`config.mk`:
```
export PLATFORM = sky130hd
export DESIGN_NAME = trap_controller_flat
export DESIGN_NICKNAME = d
export VERILOG_FILES = /design/src/rtl/trap_controller_pkg.sv /design/src/rtl/trap_controller_if.sv /design/src/rtl/trap_controller_pending_stage.sv /design/src/rtl/trap_controller.sv /design/src/flat_wrapper.sv
export SDC_FILE = /design/constraint.sdc
export NUM_CORES = 1
export LEC_CHECK = 0
export ABC_AREA = 1
export BUFFER_PORTS_ARGS = -buffer_cell sky130_fd_sc_hd__clkbuf_2
export CORE_AREA = 2 2 169 88
export DETAILED_ROUTE_END_ITERATION = 8
export DIE_AREA = 0 0 171 90
export PLACE_DENSITY = 0.84
export SETUP_SLACK_MARGIN = 0.15
export SLEW_MARGIN = 20
export SYNTH_ARGS = -nofsm -noshare
export SYNTH_HDL_FRONTEND = slang
export SYNTH_SLANG_ARGS = --single-unit
```
`constraint.sdc`:
```
create_clock -name clock_i -period 1.1 [get_ports clock_i]
set_input_delay 0.055 -clock clock_i [delete_from_list [all_inputs] [get_ports clock_i]]
set_output_delay 0.055 -clock clock_i [all_outputs]
set_load 0.02 [all_outputs]
```
`src/rtl/trap_controller_pkg.sv`:
```
// Shared types, widths and defaults for the machine-mode trap controller.
package trap_controller_pkg;

  localparam int XLEN        = 32;
  localparam int CAUSE_WIDTH = 4;

  localparam logic [CAUSE_WIDTH-1:0] IRQ_CAUSE_DEF      = 4'd11;
  localparam int                     RECOVER_CYCLES_DEF = 1;

  typedef enum logic [CAUSE_WIDTH-1:0] {
    INSTR_MISALIGNED = 4'd0,
    ILLEGAL_INSTR    = 4'd2,
    BREAKPOINT       = 4'd3,
    LOAD_MISALIGNED  = 4'd4,
    STORE_MISALIGNED = 4'd6,
    ECALL_M          = 4'd11
  } trap_cause_e;

  typedef struct packed {
    logic                   valid;
    logic [CAUSE_WIDTH-1:0] cause;
    logic [XLEN-1:0]        tval;
  } pending_trap_t;

  typedef enum logic [0:0] {
    IDLE    = 1'b0,
    RECOVER = 1'b1
  } trap_state_e;

  localparam pending_trap_t NO_PENDING = '0;

  // Invalid raises collapse to an all-zero record so stale cause/tval never travel.
  function automatic pending_trap_t make_pending(input logic                   valid,
                                                 input logic [CAUSE_WIDTH-1:0] cause,
                                                 input logic [XLEN-1:0]        tval);
    pending_trap_t rec;
    rec = NO_PENDING;
    if (valid) begin
      rec.valid = 1'b1;
      rec.cause = cause;
      rec.tval  = tval;
    end else begin
      rec = NO_PENDING;
    end
    return rec;
  endfunction

endpackage

```
`src/rtl/trap_controller_if.sv`:
```
// Pipeline/CSR-file side signals of the trap controller; master drives the pipeline view.
interface trap_controller_if;
  import trap_controller_pkg::*;

  logic                   decodeTrap;
  logic [CAUSE_WIDTH-1:0] decodeCause;
  logic [XLEN-1:0]        decodeTval;
  logic                   executeTrap;
  logic [CAUSE_WIDTH-1:0] executeCause;
  logic [XLEN-1:0]        executeTval;
  logic                   memoryTrap;
  logic [CAUSE_WIDTH-1:0] memoryCause;
  logic [XLEN-1:0]        memoryTval;
  logic                   advanceDE;
  logic                   advanceEM;
  logic                   advanceMW;
  logic                   writebackValid;
  logic                   writebackMret;
  logic                   interrupt;
  logic                   mie;
  logic [XLEN-1:0]        trapVector;
  logic [XLEN-1:0]        mepc;

  logic                   controlReset;
  logic [CAUSE_WIDTH-1:0] mcause;
  logic                   mcauseInterrupt;
  logic [XLEN-1:0]        mtval;
  logic                   mretSignal;
  logic                   retireValid;
  logic                   flush;
  logic                   redirectValid;
  logic [XLEN-1:0]        redirectPC;

  modport master (
    output decodeTrap, decodeCause, decodeTval,
    output executeTrap, executeCause, executeTval,
    output memoryTrap, memoryCause, memoryTval,
    output advanceDE, advanceEM, advanceMW,
    output writebackValid, writebackMret, interrupt, mie, trapVector, mepc,
    input  controlReset, mcause, mcauseInterrupt, mtval, mretSignal,
    input  retireValid, flush, redirectValid, redirectPC
  );

  modport slave (
    input  decodeTrap, decodeCause, decodeTval,
    input  executeTrap, executeCause, executeTval,
    input  memoryTrap, memoryCause, memoryTval,
    input  advanceDE, advanceEM, advanceMW,
    input  writebackValid, writebackMret, interrupt, mie, trapVector, mepc,
    output controlReset, mcause, mcauseInterrupt, mtval, mretSignal,
    output retireValid, flush, redirectValid, redirectPC
  );

endinterface

```
`src/rtl/trap_controller_pending_stage.sv`:
```
// One per-stage pending exception record: capture on advance, oldest-wins merge,
// in-place absorb while stalled, bubble clear and flush clear.
module trap_pending_stage
  import trap_controller_pkg::*;
(
  input  logic          clock_i,
  input  logic          reset_i,
  input  logic          clear_i,
  input  logic          advance_in_i,
  input  logic          advance_out_i,
  input  pending_trap_t upstream_i,
  input  pending_trap_t upstream_raise_i,
  input  pending_trap_t local_raise_i,
  output pending_trap_t pend_o
);

  pending_trap_t pend_q;
  pending_trap_t pend_d;

  // A carried record always beats a raise from a younger stage of the same instruction.
  always_comb begin
    pend_d = pend_q;
    if (clear_i) begin
      pend_d = NO_PENDING;
    end else if (advance_in_i) begin
      pend_d = upstream_i.valid ? upstream_i : upstream_raise_i;
    end else if (advance_out_i) begin
      pend_d = NO_PENDING;
    end else if (!pend_q.valid) begin
      pend_d = local_raise_i;
    end else begin
      pend_d = pend_q;
    end
  end

  always_ff @(posedge clock_i) begin
    if (reset_i) begin
      pend_q <= NO_PENDING;
    end else begin
      pend_q <= pend_d;
    end
  end

  assign pend_o = pend_q;

endmodule

```
`src/rtl/trap_controller.sv`:
```
// Machine-mode trap/MRET commit controller: carries per-stage exception records to
// writeback and issues the CSR strobes, flush and fetch redirect there.
module trap_controller
  import trap_controller_pkg::*;
#(
  parameter logic [CAUSE_WIDTH-1:0] IRQ_CAUSE      = IRQ_CAUSE_DEF,
  parameter int                     RECOVER_CYCLES = RECOVER_CYCLES_DEF
) (
  input logic              clock_i,
  input logic              reset_i,
  trap_controller_if.slave bus
);

  localparam int CNT_W = $clog2(RECOVER_CYCLES + 1);

  pending_trap_t decode_raise_s, execute_raise_s, memory_raise_s;
  pending_trap_t pend_e_s, pend_m_s, pend_w_s;

  trap_state_e      state_q, state_d;
  logic [CNT_W-1:0] cnt_q, cnt_d;

  logic                   ctrl_reset_s;
  logic [CAUSE_WIDTH-1:0] mcause_s;
  logic                   mcause_irq_s;
  logic [XLEN-1:0]        mtval_s;
  logic                   mret_s;
  logic                   retire_s;
  logic                   flush_s;
  logic                   redirect_valid_s;
  logic [XLEN-1:0]        redirect_pc_s;

  assign decode_raise_s  = make_pending(bus.decodeTrap,  bus.decodeCause,  bus.decodeTval);
  assign execute_raise_s = make_pending(bus.executeTrap, bus.executeCause, bus.executeTval);
  assign memory_raise_s  = make_pending(bus.memoryTrap,  bus.memoryCause,  bus.memoryTval);

  trap_pending_stage u_pend_e (
    .clock_i         (clock_i),
    .reset_i         (reset_i),
    .clear_i         (flush_s),
    .advance_in_i    (bus.advanceDE),
    .advance_out_i   (bus.advanceEM),
    .upstream_i      (NO_PENDING),
    .upstream_raise_i(decode_raise_s),
    .local_raise_i   (execute_raise_s),
    .pend_o          (pend_e_s)
  );

  trap_pending_stage u_pend_m (
    .clock_i         (clock_i),
    .reset_i         (reset_i),
    .clear_i         (flush_s),
    .advance_in_i    (bus.advanceEM),
    .advance_out_i   (bus.advanceMW),
    .upstream_i      (pend_e_s),
    .upstream_raise_i(execute_raise_s),
    .local_raise_i   (memory_raise_s),
    .pend_o          (pend_m_s)
  );

  // Writeback never hands its record onward; it is replaced on advance or cleared by flush.
  trap_pending_stage u_pend_w (
    .clock_i         (clock_i),
    .reset_i         (reset_i),
    .clear_i         (flush_s),
    .advance_in_i    (bus.advanceMW),
    .advance_out_i   (1'b0),
    .upstream_i      (pend_m_s),
    .upstream_raise_i(memory_raise_s),
    .local_raise_i   (NO_PENDING),
    .pend_o          (pend_w_s)
  );

  // Commit decision in writeback: exception > interrupt > MRET > retire; outputs quiet in reset.
  always_comb begin
    state_d          = state_q;
    cnt_d            = cnt_q;
    ctrl_reset_s     = 1'b0;
    mcause_s         = '0;
    mcause_irq_s     = 1'b0;
    mtval_s          = '0;
    mret_s           = 1'b0;
    retire_s         = 1'b0;
    flush_s          = 1'b0;
    redirect_valid_s = 1'b0;
    redirect_pc_s    = '0;
    if (reset_i) begin
      state_d = IDLE;
      cnt_d   = '0;
    end else begin
      case (state_q)
        IDLE: begin
          if (bus.writebackValid && pend_w_s.valid) begin
            ctrl_reset_s     = 1'b1;
            mcause_s         = pend_w_s.cause;
            mtval_s          = pend_w_s.tval;
            flush_s          = 1'b1;
            redirect_valid_s = 1'b1;
            redirect_pc_s    = bus.trapVector;
            state_d          = RECOVER;
            cnt_d            = CNT_W'(RECOVER_CYCLES);
          end else if (bus.writebackValid && bus.interrupt && bus.mie) begin
            ctrl_reset_s     = 1'b1;
            mcause_s         = IRQ_CAUSE;
            mcause_irq_s     = 1'b1;
            flush_s          = 1'b1;
            redirect_valid_s = 1'b1;
            redirect_pc_s    = bus.trapVector;
            state_d          = RECOVER;
            cnt_d            = CNT_W'(RECOVER_CYCLES);
          end else if (bus.writebackValid && bus.writebackMret) begin
            mret_s           = 1'b1;
            retire_s         = 1'b1;
            flush_s          = 1'b1;
            redirect_valid_s = 1'b1;
            redirect_pc_s    = bus.mepc;
            state_d          = RECOVER;
            cnt_d            = CNT_W'(RECOVER_CYCLES);
          end else begin
            retire_s = bus.writebackValid;
          end
        end
        RECOVER: begin
          flush_s = 1'b1;
          if (cnt_q <= CNT_W'(1)) begin
            state_d = IDLE;
            cnt_d   = '0;
          end else begin
            cnt_d = cnt_q - CNT_W'(1);
          end
        end
        default: begin
          state_d = IDLE;
          cnt_d   = '0;
        end
      endcase
    end
  end

  // State and recovery counter.
  always_ff @(posedge clock_i) begin
    if (reset_i) begin
      state_q <= IDLE;
      cnt_q   <= '0;
    end else begin
      state_q <= state_d;
      cnt_q   <= cnt_d;
    end
  end

  assign bus.controlReset    = ctrl_reset_s;
  assign bus.mcause          = mcause_s;
  assign bus.mcauseInterrupt = mcause_irq_s;
  assign bus.mtval           = mtval_s;
  assign bus.mretSignal      = mret_s;
  assign bus.retireValid     = retire_s;
  assign bus.flush           = flush_s;
  assign bus.redirectValid   = redirect_valid_s;
  assign bus.redirectPC      = redirect_pc_s;

endmodule

```
`src/flat_wrapper.sv`:
```
// flat-port wrapper written by rule: the top's interface ports become plain ports
module trap_controller_flat import trap_controller_pkg::*;
#(
  parameter logic [CAUSE_WIDTH-1:0] IRQ_CAUSE      = IRQ_CAUSE_DEF,
  parameter int                     RECOVER_CYCLES = RECOVER_CYCLES_DEF
)
  (clock_i, reset_i, bus_decodeTrap, bus_decodeCause, bus_decodeTval, bus_executeTrap, bus_executeCause, bus_executeTval, bus_memoryTrap, bus_memoryCause, bus_memoryTval, bus_advanceDE, bus_advanceEM, bus_advanceMW, bus_writebackValid, bus_writebackMret, bus_interrupt, bus_mie, bus_trapVector, bus_mepc, bus_controlReset, bus_mcause, bus_mcauseInterrupt, bus_mtval, bus_mretSignal, bus_retireValid, bus_flush, bus_redirectValid, bus_redirectPC);
  trap_controller_if bus_i ();
  input logic clock_i;
  input logic reset_i;
  input wire logic [$bits(bus_i.decodeTrap)-1:0] bus_decodeTrap;
  input wire logic [$bits(bus_i.decodeCause)-1:0] bus_decodeCause;
  input wire logic [$bits(bus_i.decodeTval)-1:0] bus_decodeTval;
  input wire logic [$bits(bus_i.executeTrap)-1:0] bus_executeTrap;
  input wire logic [$bits(bus_i.executeCause)-1:0] bus_executeCause;
  input wire logic [$bits(bus_i.executeTval)-1:0] bus_executeTval;
  input wire logic [$bits(bus_i.memoryTrap)-1:0] bus_memoryTrap;
  input wire logic [$bits(bus_i.memoryCause)-1:0] bus_memoryCause;
  input wire logic [$bits(bus_i.memoryTval)-1:0] bus_memoryTval;
  input wire logic [$bits(bus_i.advanceDE)-1:0] bus_advanceDE;
  input wire logic [$bits(bus_i.advanceEM)-1:0] bus_advanceEM;
  input wire logic [$bits(bus_i.advanceMW)-1:0] bus_advanceMW;
  input wire logic [$bits(bus_i.writebackValid)-1:0] bus_writebackValid;
  input wire logic [$bits(bus_i.writebackMret)-1:0] bus_writebackMret;
  input wire logic [$bits(bus_i.interrupt)-1:0] bus_interrupt;
  input wire logic [$bits(bus_i.mie)-1:0] bus_mie;
  input wire logic [$bits(bus_i.trapVector)-1:0] bus_trapVector;
  input wire logic [$bits(bus_i.mepc)-1:0] bus_mepc;
  output wire logic [$bits(bus_i.controlReset)-1:0] bus_controlReset;
  output wire logic [$bits(bus_i.mcause)-1:0] bus_mcause;
  output wire logic [$bits(bus_i.mcauseInterrupt)-1:0] bus_mcauseInterrupt;
  output wire logic [$bits(bus_i.mtval)-1:0] bus_mtval;
  output wire logic [$bits(bus_i.mretSignal)-1:0] bus_mretSignal;
  output wire logic [$bits(bus_i.retireValid)-1:0] bus_retireValid;
  output wire logic [$bits(bus_i.flush)-1:0] bus_flush;
  output wire logic [$bits(bus_i.redirectValid)-1:0] bus_redirectValid;
  output wire logic [$bits(bus_i.redirectPC)-1:0] bus_redirectPC;
  assign bus_i.decodeTrap = bus_decodeTrap;
  assign bus_i.decodeCause = bus_decodeCause;
  assign bus_i.decodeTval = bus_decodeTval;
  assign bus_i.executeTrap = bus_executeTrap;
  assign bus_i.executeCause = bus_executeCause;
  assign bus_i.executeTval = bus_executeTval;
  assign bus_i.memoryTrap = bus_memoryTrap;
  assign bus_i.memoryCause = bus_memoryCause;
  assign bus_i.memoryTval = bus_memoryTval;
  assign bus_i.advanceDE = bus_advanceDE;
  assign bus_i.advanceEM = bus_advanceEM;
  assign bus_i.advanceMW = bus_advanceMW;
  assign bus_i.writebackValid = bus_writebackValid;
  assign bus_i.writebackMret = bus_writebackMret;
  assign bus_i.interrupt = bus_interrupt;
  assign bus_i.mie = bus_mie;
  assign bus_i.trapVector = bus_trapVector;
  assign bus_i.mepc = bus_mepc;
  assign bus_controlReset = bus_i.controlReset;
  assign bus_mcause = bus_i.mcause;
  assign bus_mcauseInterrupt = bus_i.mcauseInterrupt;
  assign bus_mtval = bus_i.mtval;
  assign bus_mretSignal = bus_i.mretSignal;
  assign bus_retireValid = bus_i.retireValid;
  assign bus_flush = bus_i.flush;
  assign bus_redirectValid = bus_i.redirectValid;
  assign bus_redirectPC = bus_i.redirectPC;
  trap_controller #(.IRQ_CAUSE(IRQ_CAUSE), .RECOVER_CYCLES(RECOVER_CYCLES)) u_core (.clock_i(clock_i), .reset_i(reset_i), .bus(bus_i));
endmodule
```
Word level (Yosys, flattened, before mapping)
Index checks and enable logic that the tools add are counted.
- input bits: 184
- flip-flop bits (word level): 113
- output and inout port bits: 74
- logic and storage cells: 74
- reduce and logical (&&, ||, !) cells: 5
- mux-type cells: 53
- equal/unequal tests: 2
- bitwise operators: 1
- add/sub/neg operators: 1
- $lt $le $gt $ge: 1
- operators with widths (operator ; number):
    $mux 37 ; 11
    $mux 32 ; 8
    $mux 1 ; 27
    $mux 4 ; 4
    $pmux 1 s2 ; 3
    $logic_and 1x1->1 ; 4
    $ne 4x1->1 const B ; 1
    $ne 2x2->1 const B ; 1
    $reduce_or 2->1 ; 1
    $le 1x1->1 const B ; 1
    $not 1->1 ; 1
    $sub 1x1->1 const B ; 1

Logic depth before layout (Yosys ltp)
Gate-level depths: netlist (run 1).
- word-level depth: 7
- mapped depth: 9
- mapped depth without buffers: 6

By module
From an unflattened synthesis (run 1), not the netlist that was laid out.
- cells, all modules: 1519
- area, all modules: 8816.0 um2
- modules (own cells, without submodules) (module ; cells an instance ; sequential area each (um2) ; times used ; area an instance (um2)):
    trap_pending_stage ; 336 ; 740.7 ; 3 ; 2232.1
    trap_controller ; 511 ; 20.0 ; 1 ; 2119.5

Worst setup path after synthesis (run 1)
OpenSTA, ideal clock, no wires.
- path type: register -> output
- start: register u_core.state_q
- end: output port bus_redirectPC[12]
- data arrival time: 1.159 ns
- path slack: -0.114 ns
- data required time: 1.045 ns
- path buffers: 2
- cell stages (with the launch flop): 8
- path through: dfxtp_1 -> nor2_4 -> nand3_1 -> nor2_2 -> buf_4 -> buf_6 -> nand2_1 -> nand2_1
- cells in the longest elaborated chain, start to end: 2
- ends and longest elaborated chain (what ; RTL line ; text):
    from (decl) ; trap_controller.sv:19 ; trap_state_e state_q, state_d;
    from (signal assigned) ; trap_controller.sv:145 ; state_q <= state_d;
    $mux 32 ; trap_controller.sv:90 ; case (state_q)
    $mux 32 ; trap_controller.sv:86 ; if (reset_i) begin
    to (decl) ; flat_wrapper.sv:37 ; output wire logic [$bits(bus_i.redirectPC)-1:0] bus_redirectPC;
No other way between the ends.

Worst setup path after layout (run 1)
- start: register u_core.state_q
- end: output port bus_redirectPC[20]
The elaborated chain is that of the path after synthesis.

==> key figures, run 1 <==
Outcome
  • Status: finished, violations left
  • Failing checks: setup timing

Die
  • Die area: between 15,000 and 20,000 um2
  • Core region area: 14,000 um2
  • Die height: 90 um
  • FP Rows: 31
  • Die width: between 150 and 200 um
  • # IOs: 258
  • Initial Utilization: 42.1%

Flow run
  • Maxcap violations: 0

STA
  • Max transition margin: about four fifths
  • Slew Viols, Final: 0
  • Final WS setup: -0.538 ns
  • RSZ-0062 raised after global routing: yes
  • Final Hold Vio Count: 0
  • Final Cycle Share: 149%
  • Finish-stage setup viols: 185
  • Slew at the pin with the worst max-slew slack: 0.283 ns
  • TNS Setup: -82.02 ns
  • FMAX: 611 MHz
  • Post-Route Skew: 0.0132 ns
  • Post-layout min period: 1.64 ns

Place
  • I/O Buffers: between 200 and 300
  • DP Area: 8200 um2
  • GP Congestion: around 0.9
  • Hpwl dp: 16,700 um

Finish
  • Final #Nets: 1,479
  • Finished Cell Area: 10,600 um2
  • Area Overhead vs Synth: 78.7%
  • Share of cells above drive strength 1: 43.8%
  • Antenna diodes: 0
  • Filler Cell Count: 1,024
  • Final Core Density: 75.3%

Clocking
  • Clock edge transition at the registers on the reported setup and hold paths: roughly 0.08 ns
  • CTS tree: yes
  • Longest Clk Path Bufs: 2
  • Clock sinks: 112
  • Clk root buf: clkbuf_16
  • H-tree depth: 3
  • Clk_lat worst skew: between 0.3 and 0.4 ns
  • Total CTS buffers: 9

Critical path
  • Critical Path Source Type: flip-flop
  • Worst setup EP type: output port
  • Critical path class: flip-flop to output port
  • Cell depth of the worst flop-to-flop path: 8
  • Worst path arrival time: 1.58 ns
  • Crit-path max FO: 14
  • Worst EP required: 1.04 ns

Synth
  • Sequential fraction of the synthesis area: 37.9%
  • Yosys cell types: 23
  • Synthesized cell area: 5920 um2
  • Post-synth EDFFs: 0
  • Area leader, netlist: dfxtp_1
  • Avg Inst Size Synth: 6.07 um2
  • Share of the synthesized area in the top cell type: 37.9%
  • Post-Syn Instances: between 900 and 1,000
  • Synth top cells by count: nand2_1, nand3_1, dfxtp_1, a21oi_1, nor2_1
  • Synthesis-stage register bit count: 112
  • Primary FF master, synth: dfxtp_1
  • Ys async rst share: 0%
  • Net Count, Synth: 1,159
  • Most frequent cell after synthesis: nand2_1
  • Synth area leaders: dfxtp_1, nand2_1, nand3_1
  • Warning count from the yosys run: 0

Drt
  • Antenna Nets Post-Route: 0
  • Routed wire length: around 27,000 um
  • Vias per inst: approximately 5.2
  • Total number of vias: 7,813
  • Initial DRC Count: 780
  • DRT Pass-1 Iters: 6
  • Drt wl/cell: 17.7 um
  • Residual DRC count: 0

Global routing
  • Vias in the first global route: 6,864
  • GR Overflow Total: 0
  • Global Route Usage Sum: 29.1%
  • First-pass GRT wire length: 35,300 um
  • Largest net degree at the start of global routing: 39
  • Initial antenna violation count: 0

Power
  • Worst vdd ir: between 0.9 and 1 mV
  • Pwr dens: 1000 nW/um2
  • Power Total: 10.6 mW
  • Leak: 4.58 nW

Min path
  • Hold Path Stages: 5
  • Hold crit path type: input pin to flip-flop
metal layers:
metal / GRT usage (%) / vias to the layer above / wire (um)
met5: 0 / - / 0
met4: 5.86 / 0 / 421
met3: 6.74 / 45 / 2940
met2: 44.7 / 472 / 11500
met1: 41.5 / 3571 / 11600
li1: - / 3725 / -
cell type report:
type                       instances  area, um2  share of cell area [%]
inverter                          53        221                    2.09
clock buffer                       9        225                    2.13
timing repair buffer             376       3560                    33.7
clock inverter                     7       83.8                   0.793
tap                              198        248                    2.34
multi-input combinational        743       3980                    37.7
sequential                       112       2250                    21.2
timing repair:
| item | 4_1_cts | 5_1_grt |
|---|---|---|
| setup buffers | 5 | 3 |
| gates resized for setup | 132 | 184 |
| hold buffers | 36 | 0 |
| endpoints found under the setup margin | 186 | 186 |
| gates cloned | 3 | 23 |
| pin swaps | 5 | 20 |
| endpoints found under the hold margin | 36 | 0 |
metrics by stage:
stage	setup slack, ns	hold slack, ns	std cells
6_report	-0.538	0.0579	1498
5_1_grt	-0.579	0.0803	1498
4_1_cts	-0.513	0.0596	1472
3_5_place_dp	-0.189	0.298	1412
3_3_place_gp	-0.154	0.296	1412
2_1_floorplan	-0.0276	0.202	975
final timing paths:
check                                               start                          to  slack, ns
worst max-delay path                       u_core.state_q          bus_redirectPC[20]      -0.54
worst min-delay path                   bus_memoryTval[29]  u_core.u_pend_m.pend_o[29]       0.06
worst min register to register  u_core.u_pend_w.pend_o[5]   u_core.u_pend_w.pend_o[5]       0.47
worst max register to register             u_core.state_q  u_core.u_pend_m.pend_o[35]      -0.47
state kept, by name (all words and copies together) (netlist names):
signal	cells
u_core.u_pend_e.pend_o	37
u_core.u_pend_m.pend_o	37
u_core.u_pend_w.pend_o	37
u_core.state_q	1
logic make-up after synthesis:
logic type	after synthesis	synth area share, %
and+or+nand+nor	630	43.5
AOI/OAI and AO/OA	113	9.56
DFF	112	37.9
buffers and inverters	120	8.99
placed cells by master, fill, tap and decap left out, types with 4 or more instances in the layout:
cell type / synthesis / layout
a21oi_1: 111 / 9
a21oi_2: 0 / 99
buf_12: 0 / 19
buf_16: 0 / 4
buf_4: 4 / 32
buf_6: 3 / 30
buf_8: 0 / 29
clkbuf_16: 0 / 25
clkbuf_2: 0 / 183
clkbuf_8: 0 / 25
dfxtp_1: 112 / 109
dlygate4sd3_1: 0 / 36
inv_1: 47 / 45
nand2_1: 452 / 412
nand2_2: 2 / 41
nand3_1: 113 / 111
nor2_1: 49 / 7
nor2_2: 4 / 11
nor2_4: 1 / 36
worst max-delay path: stages (launching register included):
cell and delay (ns):
dfxtp_2 0.34, nor2_4 0.15, nand3_2 0.10, nor2_4 0.17, clkbuf_16 0.20, nand2_1 0.08
nand2_2 0.07, clkbuf_8 0.14
power breakdown:
part	total, mW	switching, mW	internal (mW)
registers	4.26	0.0657	4.19
logic	2.93	1.59	1.34
clock network	3.41	1.60	1.81
No activity file was read; power rests on OpenSTA's default activity.
==> run 2: changes to the inputs <==
--- a/config.mk
+++ b/config.mk
@@ -10,2 +10,3 @@
 export CORE_AREA = 2 2 169 88
+export CTS_CLUSTER_DIAMETER = 100
 export DETAILED_ROUTE_END_ITERATION = 8
==> constraint.sdc (replaced) <==
create_clock -name clock_i -period 1.1 [get_ports clock_i]
set_input_delay 0.165 -clock clock_i [delete_from_list [all_inputs] [get_ports clock_i]]
set_output_delay 0.165 -clock clock_i [all_outputs]
set_load 0.02 [all_outputs]
==> run 2 against run 1 <==
  * The flow still finishes with violations (setup timing)
  * Utilization fell by 8.2 points
  * Sequential power barely moved
  * Die area did not move
  * Power fell by 6.4%
  * Critical path type unchanged
  * Critical endpoint is now bus_redirectPC[12]
  * Largest power group unchanged
  * Highest routed layer unchanged
==> key figures, run 2 (synthesis gave the netlist of run 1 again) <==
Critical path
  • Critical path class: flip-flop to output port (unchanged)
  • Crit-path cells: nand2_4, nand2_4, nor2_4, clkbuf_16, nand2_1, nand2_2, clkbuf_8 (was nor2_4, nand3_2, nor2_4, clkbuf_16, nand2_1, nand2_2, clkbuf_8)
  • Most frequent CP cell: nand2_4 (was nor2_4)
  • Cell depth of the worst flop-to-flop path: 7 (was 8)
  • Critical Path Source Type: flip-flop (unchanged)
  • RR Endpoint: u_core.u_pend_m.pend_o[3] (was u_core.u_pend_m.pend_o[35])
  • R2R setup slack: -0.40 ns (was -0.47 ns)
  • Worst setup EP type: output port (unchanged)
  • Crit-path max FO: 14 (unchanged)
  • Worst path arrival time: 1.60 ns (was 1.58 ns)
  • Worst path max stage delay: 0.34 ns (about the same)
  • Worst EP required: 0.94 ns (was 1.04 ns)
  • Slowest cell on the critical path: dfxtp_2 (unchanged)
  • Reg2reg start: u_core.state_q (unchanged)

STA
  • FMAX: 566 MHz (was 611 MHz)
  • Final WS setup: -0.666 ns (was -0.538 ns)
  • RSZ-0062 raised after global routing: yes (unchanged)
  • Slew at the pin with the worst max-slew slack: 0.235 ns (was 0.283 ns)
  • Final Cycle Share: 161% (was 149%)
  • Post-Route Skew: 0.00944 ns (was 0.0132 ns)
  • TNS Setup: -75.13 ns (was -82.02 ns)
  • Max transition margin: 84.3% (was 81.1%)
  • Finish-stage setup viols: 185 (unchanged)
  • Post-layout min period: 1.77 ns (was 1.64 ns)
  • Slew Viols, Final: 0 (unchanged)
  • Final Hold Vio Count: 0 (unchanged)

Drt
  • Antenna Nets Post-Route: 0 (unchanged)
  • Total number of vias: 7,330 (was 7,813)
  • Drt wl/cell: 16.3 um (was 17.7 um)
  • DRT Pass-1 Iters: 6 (unchanged)
  • Routed wire length: 23,400 um (was 26,500 um)
  • Vias per inst: 5.09 (was 5.22)
  • Initial DRC Count: 645 (was 780)
  • Residual DRC count: 0 (unchanged)

Place
  • Placed Instances: 1,408 (was 1,412)
  • I/O Buffers: 257 (unchanged)
  • Hpwl dp: 16,800 um (was 16,700 um)
  • GP Congestion: 0.952 (was 0.919)

Min path
  • Hold wc startpoint: bus_decodeTval[25] (was bus_memoryTval[29])
  • Hold crit path type: input pin to flip-flop (unchanged)
  • Hold Path Stages: 3 (was 5)
  • Worst Hold Path EP: u_core.u_pend_e.pend_o[25] (was u_core.u_pend_m.pend_o[29])

Finish
  • Commonest non-fill, non-tap cell in the layout: nand2_1 (unchanged)
  • Most frequent cells in the layout: nand2_1, clkbuf_2, nand3_1, dfxtp_1, a21oi_2 (unchanged)
  • Filler Cell Count: 1,187 (was 1,024)
  • Area Overhead vs Synth: 59.3% (was 78.7%)
  • Final #Nets: 1,420 (was 1,479)
  • Share of cells above drive strength 1: 39.6% (was 43.8%)
  • Non-filler cells, final: 1,441 (was 1,498)

Global routing
  • Global Route Usage Sum: 29.2% (was 29.1%)
  • Vias in the first global route: 6,562 (was 6,864)
  • GR Overflow Total: 0 (unchanged)
  • Largest net degree at the start of global routing: 38 (was 39)
  • Initial antenna violation count: 1 (was 0)
  • First-pass GRT wire length: 35,100 um (was 35,300 um)

Power
  • Pwr dens: 1050 nW/um2 (was 1000 nW/um2)
  • Leak: 4.18 nW (was 4.58 nW)
  • Worst vdd ir: 0.887 mV (was 0.930 mV)
  • Power Total: 9.93 mW (was 10.6 mW)

Clocking
  • Clock sinks: 112 (unchanged)
  • H-tree depth: 3 (unchanged)
  • CTS tree: yes (unchanged)
  • Clk root buf: clkbuf_16 (unchanged)
  • Clk_lat worst skew: 0.34 ns (was 0.35 ns)
  • Clock edge transition at the registers on the reported setup and hold paths: 0.08 ns (about the same)
  • Total CTS buffers: 9 (unchanged)
  • Hold_buf cts: 0 (was 36)
  • Longest Clk Path Bufs: 2 (unchanged)

Die
  • FP Rows: 31 (unchanged)
  • # IOs: 258 (unchanged)
  • Die area: 15,400 um2 (unchanged)
  • Die height: 90 um (unchanged)
  • Core region area: 14,000 um2 (unchanged)
  • Die width: 171 um (unchanged)
  • Initial Utilization: 42.1% (unchanged)

Outcome
  • Status: finished, violations left (unchanged)
  • Failing checks: setup timing (unchanged)

Flow run
  • Maxcap violations: 0 (unchanged)
==> run 2: cell type report <==
type	instances	area, um2	area share (%)
sequential	112	2250	23.8
timing repair buffer	317	2710	28.7
tap	198	248	2.63
inverter	53	211	2.24
clock inverter	7	78.8	0.836
antenna	2	5.00	0.0531
multi-input combinational	743	3700	39.3
clock buffer	9	225	2.39
==> run 2: worst max path at each step <==
stage,start,end,cells after the start
6_report,u_core.u_pend_w.pend_o[36],bus_redirectPC[12],7
5_1_grt,u_core.state_q,bus_redirectPC[12],7
4_1_cts,u_core.state_q,bus_redirectPC[15],8
3_5_place_dp,bus_writebackValid,bus_redirectPC[16],8
3_3_place_gp,bus_writebackValid,bus_redirectPC[24],8
2_1_floorplan,u_core.state_q,bus_redirectPC[12],7
==> run 2: critical path: cells and delay by family, from the launching register on <==
kind / cells / cell delay, ns
flip-flops: 1 / 0.34
AND/OR/NAND/NOR: 5 / 0.57
buffers and inverters: 2 / 0.34
==> run 2: through the flow <==
stage	setup slack, ns	cell area (um2)	utilization (%)	hold slack [ns]
finish	-0.666	9430	67.1	0.0511
CTS	-0.600	9230	65.7	0.0397
global placement	-0.209	8190	58.3	0.402
global route	-0.739	9420	67.1	0.0434
detailed placement	-0.269	8190	58.3	0.405
floorplan	-0.138	6560	-	0.312
==> run 2: layer usage <==
| layer | vias to the layer above | global-route usage (%) | share of wire [%] |
|---|---|---|---|
| li1 | 3599 | - | - |
| met1 | 3258 | 44.2 | 45 |
| met2 | 425 | 41.3 | 41 |
| met3 | 48 | 6.30 | 11 |
| met4 | 0 | 7.91 | 2.6 |
| met5 | - | 0 | 0 |
==> run 2: report_power, final <==
group | switching [mW] | leakage (nW) | internal (mW)
sequential | 0.0604 | 0.910 | 4.19
clock | 1.61 | 0.148 | 1.61
combinational | 1.38 | 3.13 | 1.07
==> run 2: what timing repair did <==
item                       CTS  global route
gates cloned                 6             3
gates resized for setup    133            46
pin swaps                    1             2
setup buffers                4             2
setup endpoints to repair  186           186
==> run 3: changes to the inputs <==
- BUFFER_PORTS_ARGS: -buffer_cell sky130_fd_sc_hd__clkbuf_2 -> not set
- CAP_MARGIN: not set -> 20
- CORE_AREA: 2 2 169 88 -> 2 2 146 77
- DIE_AREA: 0 0 171 90 -> 0 0 148 79
- DONT_BUFFER_PORTS: not set -> 1
- PLACE_DENSITY: 0.84 -> 0.83
==> run 3 against run 2 <==
  * The run still ends with setup timing left
  * Utilization up 10 points
  * Clock-buffer cell count up 1
  * Clock power up 11%
  * Design area down 13%
  * Register-to-register slack better by 0.06 ns
  * Via count down 8.5%
  * Critical endpoint is now bus_redirectPC[28]
==> key figures, run 3 (synthesis gave the netlist of run 1 again) <==
Outcome
  • Status: finished, violations left (unchanged)
  • Failing checks: setup timing (unchanged)

Clocking
  • Total CTS buffers: 9 (unchanged)
  • Clock edge transition at the registers on the reported setup and hold paths: 0.08 ns (about the same)
  • Clk root buf: clkbuf_16 (unchanged)
  • H-tree depth: 3 (unchanged)
  • Longest Clk Path Bufs: 2 (unchanged)
  • Clock sinks: 112 (unchanged)
  • CTS tree: yes (unchanged)
  • Clk_lat worst skew: 0.35 ns (was 0.34 ns)

Power
  • Leak: 3.29 nW (was 4.18 nW)
  • Gate power share: 20.5% (was 24.7%)
  • Worst vdd ir: 1.03 mV (was 0.887 mV)
  • Clock network power share: 36.3% (was 32.5%)
  • Sw Ratio: 27.8% (was 30.8%)
  • Int Pwr: 7.11 mW (was 6.87 mW)
  • Power Total: 9.86 mW (was 9.93 mW)
  • Sw Pwr: 2.74 mW (was 3.06 mW)
  • Sequential Power Share: 43.2% (was 42.8%)
  • Pwr dens: 1210 nW/um2 (was 1050 nW/um2)

Min path
  • Worst Hold Path EP: u_core.u_pend_m.pend_o[8] (was u_core.u_pend_e.pend_o[25])
  • Hold wc startpoint: bus_advanceEM (was bus_decodeTval[25])
  • Hold Path Stages: 2 (was 3)
  • Hold crit path type: input pin to flip-flop (unchanged)

Global routing
  • GR Overflow Total: 0 (unchanged)
  • Vias in the first global route: 5,915 (was 6,562)
  • First-pass GRT wire length: 32,100 um (was 35,100 um)
  • Initial antenna violation count: 1 (unchanged)
  • Global Route Usage Sum: 35.5% (was 29.2%)
  • Largest net degree at the start of global routing: 40 (was 38)

STA
  • Finish-stage setup viols: 185 (unchanged)
  • RSZ-0062 raised after global routing: yes (unchanged)
  • Final hold slack: 0.00327 ns (was 0.0511 ns)
  • Final Cycle Share: 148% (was 161%)
  • Slew at the pin with the worst max-slew slack: 0.667 ns (was 0.235 ns)
  • Slew Viols, Final: 0 (unchanged)
  • Post-layout min period: 1.63 ns (was 1.77 ns)
  • Post-Route Skew: 0.0119 ns (was 0.00944 ns)
  • Final WS setup: -0.530 ns (was -0.666 ns)
  • Final Hold Vio Count: 0 (unchanged)
  • FMAX: 613 MHz (was 566 MHz)
  • Max transition margin: 55.4% (was 84.3%)
  • TNS Setup: -56.67 ns (was -75.13 ns)

Finish
  • Most frequent cells in the layout: nand2_1, nand3_1, dfxtp_1, a21oi_2, a21oi_1 (was nand2_1, clkbuf_2, nand3_1, dfxtp_1, a21oi_2)
  • Finished Cell Area: 8160 um2 (was 9430 um2)
  • Final #Nets: 1,212 (was 1,420)
  • Commonest non-fill, non-tap cell in the layout: nand2_1 (unchanged)
  • Area Overhead vs Synth: 38.0% (was 59.3%)
  • Filler Cell Count: 749 (was 1,187)
  • Share of cells above drive strength 1: 23.8% (was 39.6%)

Place
  • DP Area: 6790 um2 (was 8190 um2)
  • I/O Buffers: 0 (was 257)
  • GP Congestion: 0.905 (was 0.952)
  • Setup WS pre-CTS: -0.166 ns (was -0.269 ns)
  • Hpwl dp: 14,200 um (was 16,800 um)

Critical path
  • Reg2reg start: u_core.state_q (unchanged)
  • Worst setup EP type: output port (unchanged)
  • Critical Path Source Type: flip-flop (unchanged)
  • Most frequent CP cell: nand2_4 (unchanged)
  • Worst path arrival time: 1.47 ns (was 1.60 ns)
  • Critical path class: flip-flop to output port (unchanged)
  • Start point of the critical path: u_core.u_pend_w.pend_o[36] (unchanged)
  • R2R setup slack: -0.34 ns (was -0.40 ns)
  • Worst EP required: 0.94 ns (about the same)
  • Crit-path cells: nand2_4, nand2_4, nor2_2, buf_12, nand2_1, nand2_2 (was nand2_4, nand2_4, nor2_4, clkbuf_16, nand2_1, nand2_2, clkbuf_8)
  • Slowest cell on the critical path: dfxtp_2 (unchanged)
  • Crit-path max FO: 29 (was 14)
  • Worst path max stage delay: 0.34 ns (about the same)
  • RR Endpoint: u_core.u_pend_m.pend_o[18] (was u_core.u_pend_m.pend_o[3])
  • Cell depth of the worst flop-to-flop path: 6 (was 7)

Die
  • Die area: 11,700 um2 (was 15,400 um2)
  • Die height: 79 um (was 90 um)
  • FP Rows: 27 (was 31)
  • Core region area: 10,500 um2 (was 14,000 um2)
  • Die width: 148 um (was 171 um)
  • Initial Utilization: 56.1% (was 42.1%)
  • # IOs: 258 (unchanged)

Drt
  • Antenna Nets Post-Route: 0 (unchanged)
  • Initial DRC Count: 840 (was 645)
  • Drt wl/cell: 18.3 um (was 16.3 um)
  • Routed wire length: 21,600 um (was 23,400 um)
  • Total number of vias: 6,710 (was 7,330)
  • Residual DRC count: 0 (unchanged)
  • DRT Pass-1 Iters: 5 (was 6)
  • Vias per inst: 5.69 (was 5.09)

Flow run
  • Maxcap violations: 0 (unchanged)
run 3: power groups by stage:
| stage | sequential (mW) | clock [mW] | combinational, mW |
|---|---|---|---|
| finish | 4.26 | 3.58 | 2.02 |
| CTS | 4.25 | 3.57 | 1.93 |
| detailed placement | 4.34 | 0 | 1.46 |
| floorplan | 4.32 | 0 | 1.24 |
| global route | 4.27 | 3.79 | 2.16 |
| global placement | 4.34 | 0 | 1.44 |
run 3: area by class of cell:
class	count	area, um2	area share (%)
sequential	112	2250	27.5
multi-input combinational	745	3790	46.4
inverter	53	211	2.59
tap	145	181	2.22
clock buffer	10	239	2.93
clock inverter	6	90.1	1.10
antenna	1	2.50	0.0307
timing repair buffer	107	1400	17.2
run 3: critical path, delay by kind of cell (launching register included):
kind	cells	cell delay [ns]
AND/OR/NAND/NOR	5	0.58
flip-flops	1	0.34
buffers and inverters	1	0.18
run 3: stage by stage:
| step | utilization, % | std cells |
|---|---|---|
| after floorplan | - | 975 |
| after global placement | 64.4 | 1105 |
| after detailed placement | 64.4 | 1105 |
| after CTS | 76.2 | 1173 |
| after global routing | 77.5 | 1179 |
| final | 77.5 | 1179 |
run 3: worst max path at each step:
stage / end / slack (ns) / cells after the start
floorplan: bus_redirectPC[12] / -0.14 / 7
global placement: bus_redirectPC[8] / -0.11 / 7
detailed placement: u_core.u_pend_e.pend_o[26] / -0.17 / 5
CTS: bus_redirectPC[19] / -0.50 / 7
global route: bus_redirectPC[3] / -0.59 / 6
finish: bus_redirectPC[28] / -0.53 / 6
run 3: repair_timing:
action,CTS,global route
hold buffers,36,4
buffers inserted,2,0
gates cloned,14,1
endpoints found under the setup margin,185,186
pin swaps,18,25
hold endpoints to repair,67,20
gates resized for setup,34,25
run 3: metal layers:
metal | up-vias | track usage [%] | part of all wire (%)
met5 | - | 0 | 0
met4 | 0 | 6.76 | 1.2
met3 | 29 | 9.54 | 13
met2 | 441 | 49.6 | 41
met1 | 3041 | 54.4 | 45
li1 | 3199 | - | -
